File: src/rtl/hex_syscall_responder.sv
// Responder for Hex SVC requests (exit / write byte / read byte). It owns the input byte FIFO,
// the output byte port and the exit status. Optional stats counters: define HEX_SYSCALL_STATS_EN.
module hex_syscall_responder #(
  parameter int IN_DEPTH = 16,
  parameter int DATA_W   = 32
) (
  input  logic              i_clk,
  input  logic              i_rst,
  input  logic              i_req_valid,
  output logic              o_req_ready,
  input  logic [1:0]        i_req_op,
  input  logic [7:0]        i_req_data,
  output logic              o_rsp_valid,
  input  logic              i_rsp_ready,
  output logic [DATA_W-1:0] o_rsp_data,
  input  logic              i_in_valid,
  output logic              o_in_ready,
  input  logic [7:0]        i_in_data,
  input  logic              i_in_eof,
  output logic              o_out_valid,
  input  logic              i_out_ready,
  output logic [7:0]        o_out_data,
  output logic              o_exit,
  output logic [7:0]        o_exit_code,
  output logic              o_result,
  output logic [15:0]       o_nwrites,
  output logic [15:0]       o_nreads
);
  // Every port pair *_valid/*_ready transfers one item on a rising edge where both are high;
  // a valid, once raised, holds its data stable until that transfer happens.
  localparam int AW = $clog2(IN_DEPTH);
  localparam logic [AW:0] DEPTH_CNT = IN_DEPTH[AW:0];

  typedef enum logic [2:0] {S_IDLE, S_WRITE, S_READ, S_RESP, S_HALT} state_t;
  state_t state, state_nxt;

  logic [7:0]    mem [IN_DEPTH];
  logic [AW-1:0] rd_ptr, wr_ptr;
  logic [AW:0]   count;
  logic          fifo_full, fifo_empty, push, pop;
  logic          accept, out_hs, rsp_hs;

  assign fifo_full  = (count == DEPTH_CNT);
  assign fifo_empty = (count == '0);
  assign o_in_ready = !fifo_full;
  assign push       = i_in_valid && !fifo_full;
  assign pop        = (state == S_READ) && !fifo_empty;

  assign o_req_ready = (state == S_IDLE);
  assign o_out_valid = (state == S_WRITE);
  assign o_rsp_valid = (state == S_RESP);
  assign accept      = i_req_valid && o_req_ready;
  assign out_hs      = o_out_valid && i_out_ready;
  assign rsp_hs      = o_rsp_valid && i_rsp_ready;
  assign o_result    = o_exit && (o_exit_code == 8'h00);

  always_ff @(posedge i_clk) begin
    if (i_rst) state <= S_IDLE;
    else       state <= state_nxt;
  end

  always_comb begin
    state_nxt = state;
    case (state)
      S_IDLE: begin
        if (accept) begin
          case (i_req_op)
            2'd0:    state_nxt = S_HALT;
            2'd1:    state_nxt = S_WRITE;
            2'd2:    state_nxt = S_READ;
            default: state_nxt = S_RESP;
          endcase
        end
      end
      S_WRITE: if (out_hs) state_nxt = S_RESP;
      S_READ:  if (!fifo_empty || i_in_eof) state_nxt = S_RESP;
      S_RESP:  if (rsp_hs) state_nxt = S_IDLE;
      S_HALT:  state_nxt = S_HALT;
      default: state_nxt = S_IDLE;
    endcase
  end

  // Response word and output byte are loaded on the edge that enters RESP / WRITE.
  always_ff @(posedge i_clk) begin
    if (i_rst) begin
      o_out_data  <= 8'h00;
      o_rsp_data  <= '0;
      o_exit      <= 1'b0;
      o_exit_code <= 8'h00;
    end else begin
      if (accept) begin
        case (i_req_op)
          2'd0: begin
            o_exit      <= 1'b1;
            o_exit_code <= i_req_data;
          end
          2'd1:    o_out_data <= i_req_data;
          2'd3:    o_rsp_data <= {{(DATA_W-1){1'b1}}, 1'b0};
          default: ;
        endcase
      end
      if (out_hs) o_rsp_data <= '0;
      if (state == S_READ) begin
        if (!fifo_empty)   o_rsp_data <= {{(DATA_W-8){1'b0}}, mem[rd_ptr]};
        else if (i_in_eof) o_rsp_data <= '1;
      end
    end
  end

  always_ff @(posedge i_clk) begin
    if (push) mem[wr_ptr] <= i_in_data;
  end

  always_ff @(posedge i_clk) begin
    if (i_rst) begin
      rd_ptr <= '0;
      wr_ptr <= '0;
      count  <= '0;
    end else begin
      if (push) wr_ptr <= wr_ptr + 1'b1;
      if (pop)  rd_ptr <= rd_ptr + 1'b1;
      case ({push, pop})
        2'b10:   count <= count + 1'b1;
        2'b01:   count <= count - 1'b1;
        default: ;
      endcase
    end
  end

`ifdef HEX_SYSCALL_STATS_EN
  logic [15:0] nwrites, nreads;
  // A pop only happens on a data-returning read, so it doubles as the read-count strobe.
  always_ff @(posedge i_clk) begin
    if (i_rst) begin
      nwrites <= 16'h0000;
      nreads  <= 16'h0000;
    end else begin
      if (out_hs && nwrites != 16'hFFFF) nwrites <= nwrites + 16'd1;
      if (pop && nreads != 16'hFFFF)     nreads  <= nreads + 16'd1;
    end
  end
  assign o_nwrites = nwrites;
  assign o_nreads  = nreads;
`else
  assign o_nwrites = 16'h0000;
  assign o_nreads  = 16'h0000;
`endif

endmodule
File: config.mk
export PLATFORM = sky130hd
export DESIGN_NAME = hex_syscall_responder
export DESIGN_NICKNAME = d
export VERILOG_FILES = /design/src/rtl/hex_syscall_responder.sv
export SDC_FILE = /design/constraint.sdc
export NUM_CORES = 1
export LEC_CHECK = 0
export CORE_MARGIN = 5
export CORE_UTILIZATION = 55
export CTS_BUF_LIST = sky130_fd_sc_hd__clkbuf_4
export CTS_CLUSTER_SIZE = 10
export DETAILED_ROUTE_END_ITERATION = 8
export PLACE_DENSITY = 0.83
export SLEW_MARGIN = 40
export SYNTH_ARGS = -nofsm -noshare
export SYNTH_HDL_FRONTEND = slang
export SYNTH_SLANG_ARGS = --single-unit
File: constraint.sdc
create_clock -name i_clk -period 4.65 [get_ports i_clk]
set_input_delay 0.6975 -clock i_clk [delete_from_list [all_inputs] [get_ports i_clk]]
set_output_delay 0.6975 -clock i_clk [all_outputs]
set_load 0.01 [all_outputs]
After elaboration in Yosys (flattened, before gate mapping)
Memories as Yosys holds them, arrays and structs flattened. A register that Yosys moved wholly into a read port is not among the register bits.
Cells that the tools add are included.
{ "word_totals": {"memories": 1, "elab_cells": 61, "inputBits": 25, "out_inout_bits": 86, "regBits": 65, "mem_bits_rw": 128} }
{ "mem_list": {"columns": ["name", "depth", "width", "read_ports", "rd_ports_with_merged_regs", "wr", "line_no", "rtl"], "rows": [
  ["mem", 16, 8, 1, 1, 1, "37", "logic [7:0] mem [IN_DEPTH];"]
]} }
{ "op_classes": {"addsub": 4, "n_mux": 17, "reduce_logical": 17, "eq_ne": 14} }
{ "ops": {"columns": ["op", "count"], "rows": [
  ["$mux W32", 6],
  ["$pmux W3 S5", 1],
  ["$mux W3", 4],
  ["$pmux W5 S2", 1],
  ["$pmux W3 S3", 1],
  ["$add A4 B1 Y4 const B", 2],
  ["$logic_not A8 Y1", 1],
  ["$mux W4", 2],
  ["$eq A2 B2 Y1 const B", 3],
  ["$eq A3 B2 Y1 const B", 2],
  ["$logic_and A1 B1 Y1", 6],
  ["$ne A2 B1 Y1 const B", 3],
  ["$add A5 B1 Y5 const B", 1],
  ["$eq A5 B5 Y1 const B", 1],
  ["$logic_not A5 Y1", 1],
  ["$sub A5 B1 Y5 const B", 1],
  ["$eq A2 B1 Y1 const B", 2],
  ["$reduce_and A2 Y1", 2],
  ["$reduce_and A4 Y1", 1],
  ["$eq A3 B1 Y1 const B", 1],
  ["$eq A3 B3 Y1 const B", 1],
  ["$logic_not A3 Y1", 1],
  ["$logic_not A1 Y1", 2],
  ["$logic_not A2 Y1", 1],
  ["4 further kinds", 5]
]} }

Depth between registers and ports, before layout
Gate-level depths: netlist of run 1.
{ "depth": {"depth_word": 7, "depth_mapped": 12, "ltp_nobuf": 10} }

Worst setup path before layout of run 1
Ideal clock, no wire load.
{ "synth_path": {"kind": "reg-to-reg", "start": "register count[1]", "end": "register count[4]", "path_buffers": 2, "stages_incl_launch_ff": 13, "setup_time_ps": 123, "required_time_ps": 4527, "slack_ps": 1890, "synth_period_minus_slack_ps": 2760, "t_arrival_ps": 2637, "path_cell_list": "dfxtp_1 buf_6 or4_4 o21ai_2 inv_2 ha_1 buf_2 xor2_1 ha_1 a31oi_1 o22ai_1 mux2i_1 mux2_1"} }
{ "synth_between": {"elab_chain_cells": 5, "elab_cells_between_ends": 12, "classes_between": "add/sub (2); eq/ne (3); mux (1); reduce/logical (6)"} }
{ "synth_rtl": {"columns": ["element", "line_no", "rtl"], "rows": [
  ["from (decl)", "39", "logic [AW:0] count;"],
  ["from (signal assigned)", "123", "2'b10: count <= count + 1'b1;"],
  ["from (signal assigned)", "124", "2'b01: count <= count - 1'b1;"],
  ["$logic_not A5 Y1 *", "44", "assign fifo_empty = (count == '0);"],
  ["$logic_not A1 Y1 *", null, null],
  ["$logic_and A1 B1 Y1 *", "47", "assign pop = (state == S_READ) && !fifo_empty;"],
  ["net pop", "40", "logic fifo_full, fifo_empty, push, pop;"],
  ["$eq A2 B1 Y1 / $eq A2 B2 Y1 (equally long branches)", "122", "case ({push, pop})"],
  ["$pmux W5 S2 / $reduce_bool A2 Y1 (equally long branches)", null, null]
]} }
Mark *: on every way through the listed nets, which the timed path passes. The rest lies on a longest branch.
A chain may end at the register's enable or synchronous reset.

Worst setup path in the final report of run 1
{ "layout_path": {"start": "register count[0]", "end": "register count[4]"} }
Same word-level chain as after synthesis.

==> summary.md, run 1 <==
| Metric | Value |
|---|---|
| Status | `finished clean` |
| Bufs and invs on worst path | `1` |
| Seq/Total Area, Yosys | `65.2%` |
| Row Count | `44` |
| Die span in x | `131 µm` |
| Hold Path Depth | `2` |
| Arrival @ worst endpoint | `3.75 ns` |
| CTS resizes | `0` |
| CTS tree | `done` |
| Hold_buf cts | `0` |
| Root buffer cell | `clkbuf_4` |
| Port bufs | `78` |
| Vias in the first global route | `4,475` |
| DRT Pass-1 Iters | `5` |
| Instance count of the mapped netlist | `550` |
| Max_cap viols | `0` |
| Initial DRC count | `450` |
| Core region area | `0.0144 mm²` |
| H-tree levels | `4` |
| Number of setup buffers added after CTS | `0` |
| Starting Density | `55.5%` |
| Clock slew at reported path FFs | `0.14 ns` |
| Final cell area excluding filler cells | `0.00915 mm²` |
| Fmax | `306 MHz` |
| GRT overflow | `0` |
| Non-filler cells, final | `813` |
| GRT Overall Usage | `18.6%` |
| Initial antenna violation count | `0` |
| Routed len/inst | `19.1 µm` |
| Final Hold Viols | `0` |
| Yosys warns | `0` |
| Die H | `131 µm` |
| Worst clock skew | `0.0240 ns` |
| Post-DRT Antenna Nets | `0` |
| P&R area growth vs syn | `14.2%` |
| Lkg Pwr | `3.07 nW` |
| Syn_area_per_cell | `14.6 µm²` |
| Dpl cells | `781` |
| Diode count | `0` |
| Final setup viols | `0` |
| Critical Path Max Stage Delay | `0.60 ns` |
| Crit Path Max Fanout | `13` |
| RSZ-0062 raised after global routing | `false` |
| R2R depth | `10` |
| # nets final | `648` |
| Most common cell on crit path | `ha_1` |
| Share of cells above drive strength 1 | `15.7%` |
| HPWL after DPL | `10,800 µm` |
| WS Path Type | `reg2reg` |
| Final period utilization | `70.4%` |
| Crit path max-delay family | `compound AO/OA/AOI/OAI gates` |
| Maximum vdd ir drop | `0.475 mV` |
| Total die area | `0.0171 mm²` |
| Crit path time final | `3.27 ns` |
| Final core utilization | `63.4%` |
| Worst endpoint required time | `5.13 ns` |
| Sink Count | `197` |
| Skew-Pair Late Insertion Delay | `0.58 ns` |
| Slew HR | `44.6%` |
| Yosys reg bits | `197` |
| TNS Setup | `0 ns` |
| Largest net degree at the start of global routing | `47` |
| Top_reg_cell synth | `edfxtp_1` |
| Mapped Area | `0.00801 mm²` |
| Crit. End Element | `flip-flop` |
| Final WL | `15,500 µm` |
| Clock Tree Buf Depth | `2` |
| Number of flops mapped to enable cells by yosys | `128` |
| Most frequent cells in the layout | `128 x edfxtp_1, 78 x clkdlybuf4s50_1, 68 x dfxtp_1, 49 x nor2_1, 40 x mux4_2` |
| TritonCTS buffer count | `17` |
| DR vias/cell | `5.64` |
| Total stage count of the critical path | `10` |
| Worst-path cell chain | `or4_4 -> o21ai_2 -> inv_2 -> ha_1 -> xor2_1 -> ha_1 -> a31oi_1 -> o22ai_1 -> mux2i_1 -> mux2_1` |
| Ys async rst share | `0%` |
| Dpl cell area | `0.00880 mm²` |
| PwrDens | `442 mW/mm²` |
| Hold WC Path Type | `reg2reg` |
| Leading cell type in the layout, fill and taps excluded | `edfxtp_1` |
| Via count | `4,582` |
| First-pass GRT wire length | `23,900 µm` |
| Gpl congestion | `0.791` |
| # IOs | `111` |
| Worst-margin pin slew | `0.828 ns` |
| Final number of max-transition violations | `0` |
| Setup crit start kind | `flip-flop` |
| DRC violations left | `0` |
| CP max stage cell | `or4_4` |
| Synth unique cells | `51` |
-- stage by stage --
| step | power, W | setup WS [ns] | hold slack, ns |
|---|---|---|---|
| global route | 0.00424 | 1.09 | 0.558 |
| detailed placement | 0.00309 | 1.22 | 0.486 |
| global placement | 0.00305 | 1.29 | 0.480 |
| floorplan | 0.00276 | 1.89 | 0.476 |
| CTS | 0.00407 | 1.40 | 0.512 |
| finish | 0.00404 | 1.38 | 0.516 |
-- state kept, by name, summed over array words and instances (netlist names), named ones only --
register	flops
wr_ptr	4
count	5
state	3
o_exit	1
o_rsp_data	32
rd_ptr	4
mem	128
o_exit_code	8
o_out_data	8
-- per-layer routing --
layer,part of all wire (%),up-vias,routed length [µm],global-route usage [%]
met2,49,161,7650,30.2
met1,42,2281,6600,25.5
met5,0,-,0,0
met3,7.6,10,1180,5.12
met4,0.75,0,117,4.42
li1,-,2130,-,-
-- synthesized netlist by cell type (3+ instances only) --
| master | number | share of area, % |
|---|---|---|
| a211oi_1 | 8 | 0.75 |
| a21oi_1 | 36 | 2.2 |
| and3b_1 | 3 | 0.33 |
| buf_2 | 5 | 0.31 |
| buf_4 | 35 | 3.3 |
| clkbuf_1 | 26 | 1.2 |
| dfxtp_1 | 69 | 17 |
| edfxtp_1 | 128 | 48 |
| ha_1 | 7 | 1.1 |
| inv_1 | 5 | 0.23 |
| mux2i_1 | 20 | 2.5 |
| mux4_2 | 40 | 11 |
| nand2_1 | 16 | 0.75 |
| nand2b_1 | 4 | 0.31 |
| nor2_1 | 56 | 2.6 |
| nor3_1 | 7 | 0.44 |
| nor3b_1 | 4 | 0.37 |
| o21a_1 | 5 | 0.47 |
| o21ai_0 | 28 | 1.7 |
| o21ai_1 | 5 | 0.31 |
| or3_1 | 3 | 0.23 |
| xor2_1 | 6 | 0.66 |
-- worst register-to-register path: cells and delay by family (launching register included) --
| family | cells | cell delay, ns |
|---|---|---|
| AOI/OAI and AO/OA | 3 | 0.81 |
| and+or+nand+nor | 1 | 0.60 |
| adders and majority gates | 2 | 0.53 |
| muxes | 2 | 0.51 |
| DFF | 1 | 0.41 |
| xor gates and xnor gates | 1 | 0.19 |
| buffers and inverters | 1 | 0.12 |
-- logic make-up after synthesis --
| kind of cell | synth area share [%] |
|---|---|
| DFF | 65.2 |
| buffers and inverters | 5.33 |
| xor gates and xnor gates | 0.875 |
| adders and majority gates | 1.09 |
| and+or+nand+nor | 6.84 |
| other | 0.0468 |
| muxes | 14.2 |
| AOI/OAI and AO/OA | 6.42 |
-- layout make-up --
class	count	area, µm²
clock buffer	19	143
clock inverter	13	183
fill	1041	5270
inverter	6	22.5
multi-input combinational	309	2510
sequential	197	5230
tap	184	230
timing repair buffer	85	833
-- final timing paths --
check,to,slack (ns),from
setup / recovery,count[4],1.38,count[0]
hold / removal,o_exit,0.52,o_exit
setup reg to reg,count[4],1.38,count[0]
hold reg to reg,o_exit,0.52,o_exit
-- report_power, final --
group          switching [W]  internal, W
Sequential          0.000146      0.00200
Clock               0.000546     0.000438
Combinational       0.000423     0.000490
Total                0.00111      0.00293
No activity file was read; power rests on OpenSTA's default activity.
==> run 2: changes to the inputs <==
Settings changed: CORE_UTILIZATION 55 to 51, PLACE_DENSITY 0.83 to 0.81.
Clock period 4.65 ns to 2.8 ns, I/O delays scaled along.
==> run 2 against run 1 <==
- power up 65%
- largest power group unchanged
- cell count up 6.4%
- die area up 7.2%
==> summary.md, run 2 (same netlist as run 1, synthesis figures left out) <==
| Metric | Value |
|---|---|
| Status | `finished clean (unchanged)` |
| Final number of max-transition violations | `0 (unchanged)` |
| Slew HR | `50.0% (was 44.6%)` |
| Register area | `0.00523 mm² (about the same)` |
| Initial DRC count | `324 (was 450)` |
| Crit Path Max Fanout | `10 (was 13)` |
| CP max stage cell | `or4_4 (unchanged)` |
| Maximum vdd ir drop | `0.425 mV (was 0.475 mV)` |
| Worst-path cell chain | `or4_4 -> o21ai_2 -> inv_2 -> ha_1 -> buf_4 -> and3b_1 -> a21oi_1 -> o22ai_1 -> mux2i_1 -> mux2_1 (was or4_4 -> o21ai_2 -> inv_2 -> ha_1 -> xor2_1 -> ha_1 -> a31oi_1 -> o22ai_1 -> mux2i_1 -> mux2_1)` |
| WS Path Type | `reg2reg (unchanged)` |
| Root buffer cell | `clkbuf_4 (unchanged)` |
| Core region area | `0.0153 mm² (was 0.0144 mm²)` |
| Final setup viols | `0 (unchanged)` |
| Tot Pwr | `0.00667 W (was 0.00404 W)` |
| Routed len/inst | `18.3 µm (was 19.1 µm)` |
| TritonCTS buffer count | `17 (unchanged)` |
| Worst endpoint required time | `3.25 ns (was 5.13 ns)` |
| # nets final | `674 (was 648)` |
| First-pass GRT wire length | `24,900 µm (was 23,900 µm)` |
| Non-filler cells, final | `865 (was 813)` |
| Final setup margin | `0.128 ns (was 1.38 ns)` |
| DR vias/cell | `5.46 (was 5.64)` |
| Dpl cell area | `0.00903 mm² (was 0.00880 mm²)` |
| Initial antenna violation count | `0 (unchanged)` |
| GRT Overall Usage | `17.7% (was 18.6%)` |
| P&R area growth vs syn | `16.5% (was 14.2%)` |
| Final WL | `15,800 µm (was 15,500 µm)` |
| Final period utilization | `95.4% (was 70.4%)` |
| Max reg flops | `128 (unchanged)` |
| DRT Pass-1 Iters | `5 (unchanged)` |
| Final Hold Viols | `0 (unchanged)` |
| Total die area | `0.0183 mm² (was 0.0171 mm²)` |
| Hold_buf cts | `0 (unchanged)` |
| TNS Setup | `0 ns (unchanged)` |
| HPWL after DPL | `11,000 µm (was 10,800 µm)` |
| Starting Density | `52.3% (was 55.5%)` |
| Lkg Pwr | `3.18 nW (was 3.07 nW)` |
| Worst clock skew | `0.0192 ns (was 0.0240 ns)` |
| Crit path time final | `2.67 ns (was 3.27 ns)` |
| Via count | `4,724 (was 4,582)` |
| Post-DRT Antenna Nets | `0 (unchanged)` |
| Most frequent cells in the layout | `128 x edfxtp_1, 78 x clkdlybuf4s50_1, 68 x dfxtp_1, 56 x nor2_1, 40 x mux4_2 (was 128 x edfxtp_1, 78 x clkdlybuf4s50_1, 68 x dfxtp_1, 49 x nor2_1, 40 x mux4_2)` |
| Critical Path Max Stage Delay | `0.58 ns (was 0.60 ns)` |
| Port bufs | `78 (unchanged)` |
| Leading cell type in the layout, fill and taps excluded | `edfxtp_1 (unchanged)` |
| Sink Count | `197 (unchanged)` |
| Largest net degree at the start of global routing | `38 (was 47)` |
| # IOs | `111 (unchanged)` |
| Final cell area excluding filler cells | `0.00934 mm² (was 0.00915 mm²)` |
| Gpl congestion | `0.797 (was 0.791)` |
| Place WS | `0.0341 ns (was 1.22 ns)` |
| Dpl cells | `834 (was 781)` |
| Most flops, register | `mem (unchanged)` |
| H-tree levels | `4 (unchanged)` |
| Die span in x | `135 µm (was 131 µm)` |
| PwrDens | `715 mW/mm² (was 442 mW/mm²)` |
| Footprint of the multi-input gates | `0.00251 mm² (about the same)` |
| CTS tree | `done (unchanged)` |
| Clock Tree Buf Depth | `2 (unchanged)` |
| DRC violations left | `0 (unchanged)` |
| RSZ-0062 raised after global routing | `false (unchanged)` |
| Skew-Pair Late Insertion Delay | `0.56 ns (was 0.58 ns)` |
| Bufs and invs on worst path | `2 (was 1)` |
| Setup crit start kind | `flip-flop (unchanged)` |
| Diode count | `0 (unchanged)` |
| Row Count | `45 (was 44)` |
| Share of cells above drive strength 1 | `17.1% (was 15.7%)` |
| Crit. End Element | `flip-flop (unchanged)` |
| Largest regs | `mem: 128 flops, o_rsp_data: 32 flops (unchanged)` |
| Hold WC Path Type | `in2reg (was reg2reg)` |
| Arrival @ worst endpoint | `3.13 ns (was 3.75 ns)` |
| Clock slew at reported path FFs | `0.15 ns (was 0.14 ns)` |
| Max_cap viols | `0 (unchanged)` |
| Die H | `135 µm (was 131 µm)` |
| Crit path max-delay family | `simple AND/OR/NAND/NOR gates (was compound AO/OA/AOI/OAI gates)` |
| Vias in the first global route | `4,635 (was 4,475)` |
| Fmax | `374 MHz (was 306 MHz)` |
| FILL cells | `1,124 (was 1,041)` |
| Worst-margin pin slew | `0.748 ns (was 0.828 ns)` |
| GRT overflow | `0 (unchanged)` |
[run 2: cell count changes in the layout (fill, tap and decap cells not counted), sizes merged]
cell      previous run  this run
clkinv               5         8
bufinv               4         3
clkinvlp             3         2
clkbuf              19        18
inv                  7         6
buf                  7        33
[run 2: cell type report]
cell class | count | area share (%)
clock inverters | 13 | 1.50
inverters | 6 | 0.241
repair buffers | 111 | 11.2
flip-flops and latches | 197 | 56.0
clock buffers | 18 | 1.45
well taps | 211 | 2.83
multi-input cells | 309 | 26.8
[run 2: path summary, 6_finish.rpt]
kind,from,endpoint,slack [ns],cells after the start
worst max register to register,count[0],count[4],0.13,10
worst max-delay path,count[0],count[4],0.13,10
worst min-delay path,i_req_data[7],o_out_data[7],0.48,3
worst min register to register,rd_ptr[1],rd_ptr[1],0.52,2
[run 2: timing repair]
item                                    4_1_cts  5_1_grt
endpoints found under the setup margin        0        2
gates resized for setup                       0        4
setup buffers                                 0        0
[run 2: stage by stage]
| stage | hold slack [ns] | util [%] |
|---|---|---|
| 2_1_floorplan | 0.476 | - |
| 6_report | 0.480 | 61.0 |
| 3_3_place_gp | 0.480 | 59.0 |
| 4_1_cts | 0.442 | 60.8 |
| 3_5_place_dp | 0.499 | 59.0 |
| 5_1_grt | 0.460 | 61.0 |
[run 2: power breakdown]
| part | switching [W] | internal [W] |
|---|---|---|
| clock network | 0.000851 | 0.000605 |
| logic | 0.000855 | 0.000906 |
| registers | 0.000136 | 0.00332 |
[run 2: worst min-delay path, delay by kind of cell]
kind,cells,cell delay (ns)
AND/OR/NAND/NOR,1,0.05
multiplexers,1,0.13
buffers and inverters,1,0.42
[run 2: routing by layer]
layer,vias to the layer above,GRT usage (%),part of all wire (%)
met2,197,29.8,50
met3,14,4.23,7.9
met1,2340,23.6,41
met4,0,4.09,0.87
li1,2173,-,-
met5,-,0,0
